## config.mk

```make
export PLATFORM = sky130hd
export DESIGN_NAME = io_mmio_uart_fifo_flat
export DESIGN_NICKNAME = d
export VERILOG_FILES = /design/src/rtl/io_mmio_uart_if.sv /design/src/rtl/io_mmio_uart_fifo.sv /design/src/flat_wrapper.sv
export SDC_FILE = /design/constraint.sdc
export NUM_CORES = 1
export LEC_CHECK = 0
export CORE_ASPECT_RATIO = 0.8
export CORE_UTILIZATION = 50
export DETAILED_ROUTE_END_ITERATION = 8
export HOLD_SLACK_MARGIN = 0.06
export PLACE_DENSITY = 0.69
export SLEW_MARGIN = 20
export SYNTH_ARGS = -nofsm -noshare
export SYNTH_HDL_FRONTEND = slang
export SYNTH_SLANG_ARGS = --single-unit
```

## constraint.sdc

```tcl
create_clock -name clk -period 4.8 [get_ports clk]
set_clock_uncertainty 0.15 [all_clocks]
set_input_delay 0.72 -clock clk [delete_from_list [all_inputs] [get_ports clk]]
set_output_delay 0.72 -clock clk [all_outputs]
set_load 0.01 [all_outputs]
```

## src/rtl/io_mmio_uart_if.sv

```systemverilog
// CPU-side MMIO bus plus UART receiver/transmitter handshakes for io_mmio_uart_fifo.
// The slave modport is the I/O block's view; master is the CPU/UART side.
interface io_mmio_uart_if;
  logic [7:0]  io_addr;
  logic        io_re;
  logic        io_we;
  logic [31:0] io_wdata;
  logic [31:0] io_rdata;
  logic        inst_retire;
  logic [7:0]  uart_rx_data;
  logic        uart_rx_valid;
  logic        uart_rx_ready;
  logic [7:0]  uart_tx_data;
  logic        uart_tx_valid;
  logic        uart_tx_ready;

  modport slave (
    input  io_addr, io_re, io_we, io_wdata, inst_retire,
    input  uart_rx_data, uart_rx_valid, uart_tx_ready,
    output io_rdata, uart_rx_ready, uart_tx_data, uart_tx_valid
  );

  modport master (
    output io_addr, io_re, io_we, io_wdata, inst_retire,
    output uart_rx_data, uart_rx_valid, uart_tx_ready,
    input  io_rdata, uart_rx_ready, uart_tx_data, uart_tx_valid
  );
endinterface

```

## src/rtl/io_mmio_uart_fifo.sv

```systemverilog
// Memory-mapped UART block: RX/TX byte FIFOs, overflow/drop tracking, cycle and
// instret counters, with a registered one-cycle read path.
module io_mmio_uart_fifo #(
  parameter int RX_DEPTH  = 16,
  parameter int TX_DEPTH  = 16,
  parameter int CNT_WIDTH = 32
) (
  input logic           clk,
  input logic           rst,
  io_mmio_uart_if.slave bus
);
  localparam int RX_AW = $clog2(RX_DEPTH);
  localparam int TX_AW = $clog2(TX_DEPTH);
  localparam int RX_CW = RX_AW + 1;
  localparam int TX_CW = TX_AW + 1;
  localparam logic [RX_CW-1:0] RX_FULL = RX_CW'(RX_DEPTH);
  localparam logic [TX_CW-1:0] TX_FULL = TX_CW'(TX_DEPTH);

  localparam logic [5:0] A_STAT    = 6'h00;
  localparam logic [5:0] A_RXDATA  = 6'h01;
  localparam logic [5:0] A_TXDATA  = 6'h02;
  localparam logic [5:0] A_COUNT   = 6'h03;
  localparam logic [5:0] A_CYCLE   = 6'h04;
  localparam logic [5:0] A_INSTRET = 6'h05;
  localparam logic [5:0] A_CNTCLR  = 6'h06;
  localparam logic [5:0] A_ERR     = 6'h07;

  function automatic logic [15:0] sat_inc16(input logic [15:0] v);
    return (v == 16'hFFFF) ? v : v + 16'd1;
  endfunction

  logic [7:0]           rx_mem_q [RX_DEPTH];
  logic [7:0]           tx_mem_q [TX_DEPTH];
  logic [RX_AW-1:0]     rx_rd_ptr_q, rx_rd_ptr_d, rx_wr_ptr_q, rx_wr_ptr_d;
  logic [TX_AW-1:0]     tx_rd_ptr_q, tx_rd_ptr_d, tx_wr_ptr_q, tx_wr_ptr_d;
  logic [RX_CW-1:0]     rx_count_q, rx_count_d;
  logic [TX_CW-1:0]     tx_count_q, tx_count_d;
  logic [15:0]          rx_drop_q, rx_drop_d;
  logic                 tx_ovf_q, tx_ovf_d;
  logic [CNT_WIDTH-1:0] cycle_q, cycle_d, instret_q, instret_d;
  logic [31:0]          rdata_q, rdata_d;
  logic                 rx_ready_q, rx_ready_d;

  logic [5:0] word;
  logic       rx_full, tx_full, rx_avail, tx_avail;
  logic       rx_pop, rx_push, rx_drop_ev;
  logic       tx_pop, tx_push, tx_wr, tx_ovf_ev;
  logic       cnt_clr, err_clr;
  logic       unused_bits;

  assign word        = bus.io_addr[7:2];
  assign unused_bits = ^{bus.io_addr[1:0], bus.io_wdata[31:8]};

  always_comb begin
    rx_full    = (rx_count_q == RX_FULL);
    tx_full    = (tx_count_q == TX_FULL);
    rx_avail   = (rx_count_q != '0);
    tx_avail   = (tx_count_q != '0);
    // A pop in the same cycle frees a slot, so a full FIFO still accepts.
    rx_pop     = bus.io_re && (word == A_RXDATA) && rx_avail;
    rx_push    = bus.uart_rx_valid && rx_ready_q && (!rx_full || rx_pop);
    rx_drop_ev = bus.uart_rx_valid && rx_ready_q && rx_full && !rx_pop;
    tx_pop     = tx_avail && bus.uart_tx_ready;
    tx_wr      = bus.io_we && (word == A_TXDATA);
    tx_push    = tx_wr && (!tx_full || tx_pop);
    tx_ovf_ev  = tx_wr && tx_full && !tx_pop;
    cnt_clr    = bus.io_we && (word == A_CNTCLR);
    err_clr    = bus.io_we && (word == A_ERR);

    rx_rd_ptr_d = rx_pop  ? rx_rd_ptr_q + RX_AW'(1) : rx_rd_ptr_q;
    rx_wr_ptr_d = rx_push ? rx_wr_ptr_q + RX_AW'(1) : rx_wr_ptr_q;
    tx_rd_ptr_d = tx_pop  ? tx_rd_ptr_q + TX_AW'(1) : tx_rd_ptr_q;
    tx_wr_ptr_d = tx_push ? tx_wr_ptr_q + TX_AW'(1) : tx_wr_ptr_q;

    rx_count_d = rx_count_q;
    if (rx_push && !rx_pop)      rx_count_d = rx_count_q + RX_CW'(1);
    else if (!rx_push && rx_pop) rx_count_d = rx_count_q - RX_CW'(1);
    tx_count_d = tx_count_q;
    if (tx_push && !tx_pop)      tx_count_d = tx_count_q + TX_CW'(1);
    else if (!tx_push && tx_pop) tx_count_d = tx_count_q - TX_CW'(1);

    // Clears win over a same-cycle drop, overflow or increment.
    rx_drop_d = err_clr ? 16'd0 : (rx_drop_ev ? sat_inc16(rx_drop_q) : rx_drop_q);
    tx_ovf_d  = err_clr ? 1'b0  : (tx_ovf_q | tx_ovf_ev);
    cycle_d   = cnt_clr ? '0 : cycle_q + CNT_WIDTH'(1);
    instret_d = cnt_clr ? '0 : (bus.inst_retire ? instret_q + CNT_WIDTH'(1) : instret_q);
    rx_ready_d = 1'b1;

    // Counter reads report the value including the read cycle itself.
    rdata_d = rdata_q;
    if (bus.io_re) begin
      case (word)
        A_STAT:    rdata_d = {30'b0, rx_avail, !tx_full};
        A_RXDATA:  rdata_d = rx_avail ? {24'b0, rx_mem_q[rx_rd_ptr_q]} : 32'b0;
        A_COUNT:   rdata_d = {16'(rx_count_q), 16'(tx_count_q)};
        A_CYCLE:   rdata_d = 32'(cycle_d);
        A_INSTRET: rdata_d = 32'(instret_d);
        A_ERR:     rdata_d = {tx_ovf_q, 15'b0, rx_drop_q};
        default:   rdata_d = 32'b0;
      endcase
    end
  end

  always_ff @(posedge clk) begin
    if (rst) begin
      rx_rd_ptr_q <= '0;
      rx_wr_ptr_q <= '0;
      tx_rd_ptr_q <= '0;
      tx_wr_ptr_q <= '0;
      rx_count_q  <= '0;
      tx_count_q  <= '0;
      rx_drop_q   <= '0;
      tx_ovf_q    <= 1'b0;
      cycle_q     <= '0;
      instret_q   <= '0;
      rdata_q     <= '0;
      rx_ready_q  <= 1'b0;
    end else begin
      rx_rd_ptr_q <= rx_rd_ptr_d;
      rx_wr_ptr_q <= rx_wr_ptr_d;
      tx_rd_ptr_q <= tx_rd_ptr_d;
      tx_wr_ptr_q <= tx_wr_ptr_d;
      rx_count_q  <= rx_count_d;
      tx_count_q  <= tx_count_d;
      rx_drop_q   <= rx_drop_d;
      tx_ovf_q    <= tx_ovf_d;
      cycle_q     <= cycle_d;
      instret_q   <= instret_d;
      rdata_q     <= rdata_d;
      rx_ready_q  <= rx_ready_d;
    end
  end

  // Storage is not reset; pointers and counts alone define validity.
  always_ff @(posedge clk) begin
    if (rx_push) rx_mem_q[rx_wr_ptr_q] <= bus.uart_rx_data;
    if (tx_push) tx_mem_q[tx_wr_ptr_q] <= bus.io_wdata[7:0];
  end

  assign bus.io_rdata      = rdata_q;
  assign bus.uart_rx_ready = rx_ready_q;
  assign bus.uart_tx_valid = tx_avail;
  assign bus.uart_tx_data  = tx_mem_q[tx_rd_ptr_q];
endmodule

```

## src/flat_wrapper.sv

```systemverilog
// flat-port wrapper written by rule: the top's interface ports become plain ports
module io_mmio_uart_fifo_flat 
#(
  parameter int RX_DEPTH  = 16,
  parameter int TX_DEPTH  = 16,
  parameter int CNT_WIDTH = 32
)
  (clk, rst, bus_io_addr, bus_io_re, bus_io_we, bus_io_wdata, bus_inst_retire, bus_uart_rx_data, bus_uart_rx_valid, bus_uart_tx_ready, bus_io_rdata, bus_uart_rx_ready, bus_uart_tx_data, bus_uart_tx_valid);
  io_mmio_uart_if bus_i ();
  input logic clk;
  input logic rst;
  input wire logic [$bits(bus_i.io_addr)-1:0] bus_io_addr;
  input wire logic [$bits(bus_i.io_re)-1:0] bus_io_re;
  input wire logic [$bits(bus_i.io_we)-1:0] bus_io_we;
  input wire logic [$bits(bus_i.io_wdata)-1:0] bus_io_wdata;
  input wire logic [$bits(bus_i.inst_retire)-1:0] bus_inst_retire;
  input wire logic [$bits(bus_i.uart_rx_data)-1:0] bus_uart_rx_data;
  input wire logic [$bits(bus_i.uart_rx_valid)-1:0] bus_uart_rx_valid;
  input wire logic [$bits(bus_i.uart_tx_ready)-1:0] bus_uart_tx_ready;
  output wire logic [$bits(bus_i.io_rdata)-1:0] bus_io_rdata;
  output wire logic [$bits(bus_i.uart_rx_ready)-1:0] bus_uart_rx_ready;
  output wire logic [$bits(bus_i.uart_tx_data)-1:0] bus_uart_tx_data;
  output wire logic [$bits(bus_i.uart_tx_valid)-1:0] bus_uart_tx_valid;
  assign bus_i.io_addr = bus_io_addr;
  assign bus_i.io_re = bus_io_re;
  assign bus_i.io_we = bus_io_we;
  assign bus_i.io_wdata = bus_io_wdata;
  assign bus_i.inst_retire = bus_inst_retire;
  assign bus_i.uart_rx_data = bus_uart_rx_data;
  assign bus_i.uart_rx_valid = bus_uart_rx_valid;
  assign bus_i.uart_tx_ready = bus_uart_tx_ready;
  assign bus_io_rdata = bus_i.io_rdata;
  assign bus_uart_rx_ready = bus_i.uart_rx_ready;
  assign bus_uart_tx_data = bus_i.uart_tx_data;
  assign bus_uart_tx_valid = bus_i.uart_tx_valid;
  io_mmio_uart_fifo #(.RX_DEPTH(RX_DEPTH), .TX_DEPTH(TX_DEPTH), .CNT_WIDTH(CNT_WIDTH)) u_core (.clk(clk), .rst(rst), .bus(bus_i));
endmodule
```

Yosys cells after proc, flatten, opt, wreduce, memory -nomap -nowiden
Memory sizes are Yosys's and may differ from the RTL's. A register that Yosys moved wholly into a read port is not among the register bits.
Index checks and enable logic that the tools add are counted.

storage, ports and cells
  input port bits = 55
  logic and storage cells = 87
  register bits = 140
  output and inout port bits = 42
  memory bits (writable) = 256
  memories kept = 2

memory list
  name             depth  width  read ports  clocked after memory_dff  write ports  line                     text
  u_core.rx_mem_q  16     8      1           1                         1            io_mmio_uart_fifo.sv:32  logic [7:0] rx_mem_q [RX_DEPTH];
  u_core.tx_mem_q  16     8      1           1                         1            io_mmio_uart_fifo.sv:33  logic [7:0] tx_mem_q [TX_DEPTH];

cells by class
  $add $sub $neg = 11
  eq/ne operators = 10
  bitwise operators = 2
  muxes and demuxes = 18
  reduce and logical (&&, ||, !) cells = 32

operators by type and width
  cell                   number
  $pmux 32 s6            1
  $mux 32                3
  $add 32x1->32 const B  2
  $eq 6x3->1 const B     4
  $mux 5                 4
  $logic_and 1x1->1      17
  $add 16x1->16 const B  1
  $add 4x1->4 const B    4
  $eq 16x16->1 const B   1
  $mux 4                 4
  $eq 6x2->1 const B     2
  $add 5x1->5 const B    2
  $eq 5x5->1 const B     2
  $reduce_bool 5->1      2
  $sub 5x1->5 const B    2
  $mux 8                 1
  $eq 6x1->1 const B     1
  $logic_not 1->1        6
  $logic_not 6->1        1
  $mux 1                 5
  $reduce_bool 2->1      2
  $logic_or 1x1->1       2
  $reduce_and 2->1       1
  $reduce_or 2->1        1
  other kinds (2)        2

Longest topological paths before layout
Gate-level depths: netlist (run 1).

  depth in word-level cells = 9
  gate-level depth with buffers = 14
  mapped depth without buffers = 13

Worst setup path after synthesis (run 1)
Ideal clock, no wire load.

  path type = input to register
  start point = input bus_io_addr[5]
  end point = register u_core.rx_count_q[4]
  library setup time = 0.128 ns
  setup slack = 1.122 ns
  required time = 4.522 ns
  arrival = 3.401 ns
  stages on the path = 13
  cell sequence = or4_1 > buf_2 > a211oi_4 > nand2_4 > ha_1 > inv_1 > ha_1 > nor2b_1 > o21a_1 > or3_1 > a21oi_1 > xnor2_1 > nor2_1

between the ends
  longest elaborated chain between the ends = 8
  elaborated cells on any way between the ends = 11
  those cells by class = eq/ne (1); mux (1); reduce/logical (9)

RTL lines
  item                                line                      text
  from (decl)                         flat_wrapper.sv:12        input wire logic [$bits(bus_i.io_addr)-1:0] bus_io_addr;
  $eq 6x1->1 *                        io_mmio_uart_fifo.sv:60   rx_pop = bus.io_re && (word == A_RXDATA) && rx_avail;
  $logic_and 1x1->1 * (2 in series)   io_mmio_uart_fifo.sv:60
  $logic_or 1x1->1                    io_mmio_uart_fifo.sv:61   rx_push = bus.uart_rx_valid && rx_ready_q && (!rx_full || rx_pop);
  $logic_and 1x1->1                   io_mmio_uart_fifo.sv:61
  $logic_not 1->1                     io_mmio_uart_fifo.sv:77   else if (!rx_push && rx_pop) rx_count_d = rx_count_q - RX_CW'(1);
  $logic_and 1x1->1                   io_mmio_uart_fifo.sv:77
  $reduce_bool 2->1 (no source line)  n/a
  to (signal assigned)                io_mmio_uart_fifo.sv:123  rx_count_q <= rx_count_d;
  to (decl)                           io_mmio_uart_fifo.sv:36   logic [RX_CW-1:0] rx_count_q, rx_count_d;

Mark *: on every way between the ends. The rest lies on a longest branch, timed or not.
A chain may end at the register's enable or synchronous reset.

==> flow_metrics.tcl, run 1 <==
set metrics [dict create \
    status "completed" \
    synth.area.top_cells "edfxtp_1, dfxtp_1, mux4_2" \
    fmax_mhz 255.8 \
    overflow 0 \
    drive_above_1_share_pct 14.26 \
    fp.dieW_um 205.7 \
    use_met1_pct 32.40 \
    power.leakage_uw 0.006203 \
    grt_pass1_wl_um 56810 \
    synth-warning-count 0 \
    holdBufCountCts 0 \
    coreArea_sq_um 32560 \
    portBuffers 70 \
    syn_avg_cell_area_sq_um 13.99 \
    yosys_register_bits 404 \
    fin_cells 1732 \
    min_period_ns 3.909 \
    drv_slew 0 \
    antenna_found_initial 1 \
    first_iter_violations 855 \
    dp.cells 1658 \
    endpoint_kind "output pin" \
    netlist.area_leader.share_pct 46.33 \
    die_y_um 164.9 \
    r2r_cells 12 \
    tightest_slew_ns 1.055 \
    hpwl_um 24340 \
    synth-seq-area-share_pct 64.19 \
    clk_pin_slew_ns 0.06 \
    clk_latency_ns 0.54 \
    grt_setup_unrepaired "false" \
    syn-num-nets 1265 \
    dieArea_sq_um 33920 \
    worstSetupPathType "reg -> out" \
    clockBufferDepth 3 \
    io_pins 97 \
    routedWlPerCell_um 21.14 \
    ir_drop_mv 0.2550 \
    place.gp.congestion 0.8619 \
    yosysMostFrequentCell "edfxtp_1" \
    netlist_instances 1186 \
    area_delta_synth_final_pct 15.14 \
    cts_tree "done" \
    gr-usage-met3_pct 4.558 \
    cp_max_fo 32 \
    synth.largest_area_cell "edfxtp_1" \
    hp-class "reg -> reg" \
    critPathLaunchType "flip-flop" \
    finalSetupViolations 0 \
    whs_path_depth 2 \
    clock_sinks 404 \
    met2_usage_pct 34.33 \
    ys_top_cells_by_count "edfxtp_1, nor2_1, dfxtp_1" \
    grt_max_degree 39 \
    power_density_nw_per_um2 401.7 \
    fin_nets 1352 \
    setup_tns_ns 0 \
    track_usage_pct 22.32 \
    synth_cell_type_count 56 \
    vias 10035 \
    cts-buffers-inserted 40 \
    cap_violations 0 \
    synth_ff_type "edfxtp_1" \
    core.rowCount 59 \
    synthArstFlopShare_pct 0 \
    grt_pass1_vias 9749 \
    firstDrtPassIters 5 \
    synth_edf_count 256 \
    postRouteAntennaNets 0 \
    fin_crit_sh_pct 81.44 \
    postRouteWirelength_um 36610 \
    syn-cell-area_sq_um 16590 \
    worstPathRequired_ns 3.93 \
    relSlewSlack_pct 28.77 \
    cts_root_buf "clkbuf_16" \
    viasPerCell 5.794 \
    busiest_layer "met2" \
    htree_levels 2 \
    crit_arrival_ns 3.04 \
    initial_core_util_pct 50.96 \
    finalPower_uw 7674 \
    detail_route.drc_violations 0 \
    cts_resized 0 \
    hold_violations 0 \
    cts_setup_buffers 0 \
]
[where the power goes]
part | internal, uW | leakage, uW | switching [uW]
Sequential | 3740 | 0.00350 | 68.2
Combinational | 456 | 0.00210 | 453
Clock | 1670 | 0.000604 | 1280
[placed cells by master (no fill, tap or decap), types with 16 or more instances in the layout]
cell | synthesis | layout
and3_1 | 18 | 18
o221ai_1 | 20 | 20
nand4_1 | 24 | 24
buf_4 | 0 | 33
nand2_1 | 77 | 76
dfxtp_1 | 148 | 146
a21oi_1 | 28 | 28
xor2_1 | 58 | 58
clkdlybuf4s50_1 | 0 | 70
nor3_1 | 19 | 19
nand3_1 | 39 | 39
clkbuf_16 | 0 | 40
edfxtp_1 | 256 | 256
ha_1 | 22 | 22
nor2_1 | 158 | 157
xnor2_1 | 35 | 35
mux4_2 | 79 | 79
inv_1 | 16 | 16
[cells by family (layout without fill, tap and decap cells)]
| logic type | after synthesis | after routing | synth area share [%] |
|---|---|---|---|
| DFF | 404 | 404 | 64.19 |
| other | 0 | 1 | 0 |
| AOI/OAI and AO/OA | 107 | 107 | 4.683 |
| adders and majority gates | 24 | 24 | 1.900 |
| and+or+nand+nor | 398 | 398 | 11.43 |
| xor gates and xnor gates | 93 | 93 | 4.909 |
| muxes | 86 | 86 | 11.15 |
| buffers and inverters | 74 | 192 | 1.742 |
[layout make-up]
cell class                      count  area [sq um]
Antenna cell                        1         2.502
Clock inverter                     12         81.33
Sequential cell                   404         10650
Clock buffer                       61          1160
Timing Repair Buffer              103         948.4
Tap cell                          427         534.3
Multi-Input combinational cell    708          5663
Inverter                           16         60.06
Fill cell                        2539         13450
[registers in the layout (all words and copies together) (netlist names), 5 cells and up, named ones only]
name                 flops
u_core.tx_count_q        5
u_core.rx_count_q        5
u_core.bus.io_rdata     32
u_core.rx_mem_q        128
u_core.tx_mem_q        128
u_core.instret_q        32
u_core.cycle_q          32
u_core.rx_drop_q        16
[worst paths after layout]
kind	start	to	slack, ns
max	flip-flop	bus_uart_tx_data[4]	0.89
min	u_core.bus.io_rdata[26]$_SDFFE_PP0P_	u_core.bus.io_rdata[26]$_SDFFE_PP0P_	0.32
max reg2reg	u_core.tx_count_q[0]$_SDFFE_PP0P_	u_core.tx_count_q[4]$_SDFFE_PP0P_	1.30
min reg2reg	u_core.bus.io_rdata[26]$_SDFFE_PP0P_	u_core.bus.io_rdata[26]$_SDFFE_PP0P_	0.32
[critical path, stage by stage, from the launching register on]
cell	delay, ns
dfxtp_2	0.31
buf_4	0.50
mux4_2	0.64
mux4_2	0.52
clkdlybuf4s50_1	0.51
[metal layers]
metal | vias up | wire (um)
li1 | 4634 | -
met1 | 4994 | 16550
met2 | 354 | 16480
met3 | 53 | 2866
met4 | 0 | 713
met5 | - | 0
[metrics by stage]
step	util, %	area (sq um)	hold WS (ns)	setup WS [ns]
after CTS	58.64	19090	0.3225	0.8345
final	58.68	19100	0.3209	0.8908
after floorplan	-	16590	0.2866	1.122
after global routing	58.67	19100	0.3374	0.7498
after global placement	54.83	17850	0.3012	0.5420
after detailed placement	54.83	17850	0.3067	0.4972
(Power assumes the default switching activity.)
==> run 2, diff against run 1 <==
PLACE_DENSITY = 0.71   (was 0.69)
clock period = 3.58 ns   (was 4.8 ns; I/O delays follow)
==> run 2 against run 1 <==
Via count up 1.5%. Wire length up 1.2%. Sequential share of layout area down 1.1 points. Critical endpoint is now bus_uart_tx_data[1]. Sequential power up 34%. Critical path type unchanged. Worst setup slack worse by 0.74 ns. Non-clock buffer count up 39. Design area up 2.1%. Register-to-register slack worse by 1.1 ns. Core utilization up 1.2 points. Die area unchanged. Critical path depth unchanged.
==> flow_metrics.tcl, run 2 (synthesis gave the netlist of run 1 again) <==
set metrics [dict create \
    postRouteAntennaNets 0 \
    relSlewSlack_pct 44.66 \
    cap_violations 0 \
    hpwl_um 24900 \
    layout.cells.most_common_list "edfxtp_1, nor2_1, dfxtp_1" \
    finalSetupViolations 0 \
    clock_sinks 404 \
    design_area_sq_um 19490 \
    min_period_ns 3.430 \
    routedWlPerCell_um 20.90 \
    portBuffers 70 \
    drive_above_1_share_pct 17.19 \
    antenna_found_initial 1 \
    critPathLaunchType "flip-flop" \
    power.leakage_uw 0.006442 \
    dieArea_sq_um 33920 \
    viasPerCell 5.749 \
    placed_cell_area_sq_um 18180 \
    postRouteWirelength_um 37040 \
    worstPathRequired_ns 2.89 \
    fmax_mhz 291.5 \
    cts-buffers-inserted 40 \
    status "completed" \
    setup_tns_ns 0 \
    layout_commonest_cell "edfxtp_1" \
    ir_drop_mv 0.4986 \
    worstSetupPathType "reg -> out" \
    place.gp.congestion 0.8378 \
    grt_pass1_wl_um 56590 \
    fin_util_pct 59.88 \
    clk_latency_ns 0.55 \
    core.rowCount 59 \
    die_y_um 164.9 \
    detail_route.drc_violations 0 \
    cts_tree "done" \
    grt_pass1_vias 10037 \
    vias 10187 \
    initial_core_util_pct 50.96 \
    grt_max_degree 50 \
    fin_nets 1391 \
    overflow 0 \
    fin_crit_sh_pct 95.81 \
    seq_area_sq_um 10650 \
    io_pins 97 \
    endpoint_kind "output pin" \
    r2r_cells 12 \
    hp-class "reg -> reg" \
    coreArea_sq_um 32560 \
    whs_path_depth 2 \
    cts_root_buf "clkbuf_16" \
    top_regs "u_core.rx_mem_q (128), u_core.tx_mem_q (128)" \
    crit_arrival_ns 2.74 \
    multi_input_area_sq_um 5662 \
    area_delta_synth_final_pct 17.50 \
    track_usage_pct 22.32 \
    holdBufCountCts 0 \
    drv_slew 0 \
    fp.dieW_um 205.7 \
    tightest_slew_ns 0.8271 \
    firstDrtPassIters 7 \
    htree_levels 2 \
    clockBufferDepth 3 \
    cts_setup_buffers 0 \
    fill_cells 2476 \
    first_iter_violations 786 \
    clk_pin_slew_ns 0.06 \
    hold_violations 0 \
    power_density_nw_per_um2 539.4 \
    grt_setup_unrepaired "false" \
    cp_max_fo 32 \
]
## run 2: final cells by class
cell class	instances	share of cell area [%]
Tap cell	427	2.741
Clock buffer	50	5.635
Clock inverter	24	1.059
Sequential cell	404	54.64
Antenna cell	1	0.01284
Timing Repair Buffer	142	6.559
Inverter	16	0.3081
Multi-Input combinational cell	708	29.04
## run 2: what timing repair did
item,CTS,global route
gates resized for setup,0,1
endpoints found under the hold margin,0,0
setup endpoints to repair,0,1
## run 2: critical path, cell delays in order (launching register included)
cell and delay, ns:
dfxtp_2 0.34, buf_12 0.26, mux4_2 0.58, mux4_2 0.50
clkdlybuf4s50_1 0.50
## run 2: final timing paths
check	slack, ns	start	to
setup / recovery	0.15	flip-flop	bus_uart_tx_data[1]
hold / removal	0.32	u_core.bus.io_rdata[26]$_SDFFE_PP0P_	u_core.bus.io_rdata[26]$_SDFFE_PP0P_
setup reg to reg	0.19	u_core.tx_count_q[1]$_SDFFE_PP0P_	u_core.tx_count_q[4]$_SDFFE_PP0P_
hold reg to reg	0.32	u_core.bus.io_rdata[26]$_SDFFE_PP0P_	u_core.bus.io_rdata[26]$_SDFFE_PP0P_
## run 2: layer usage
layer | up-vias | global-route usage, % | share of wire, %
met5 | - | 0 | 0
met4 | 0 | 6.835 | 2.1
met3 | 57 | 4.933 | 7.8
met2 | 348 | 34.39 | 45
met1 | 5070 | 31.66 | 45
li1 | 4712 | - | -
## run 2: report_power, final
group          internal [uW]  total, uW  switching [uW]
combinational            663       1280             616
clock                   2350       4130            1790
sequential              5020       5100            83.1
## run 2: stage by stage
stage | hold slack, ns | total power [uW] | instances | setup slack, ns
floorplan | 0.2866 | 6024 | 1186 | 0.08486
global placement | 0.2941 | 6458 | 1697 | -0.2005
detailed placement | 0.3050 | 6487 | 1697 | -0.2698
CTS | 0.3190 | 10600 | 1771 | 0.1057
global route | 0.3390 | 10910 | 1771 | 0.04354
finish | 0.3211 | 10510 | 1772 | 0.1500
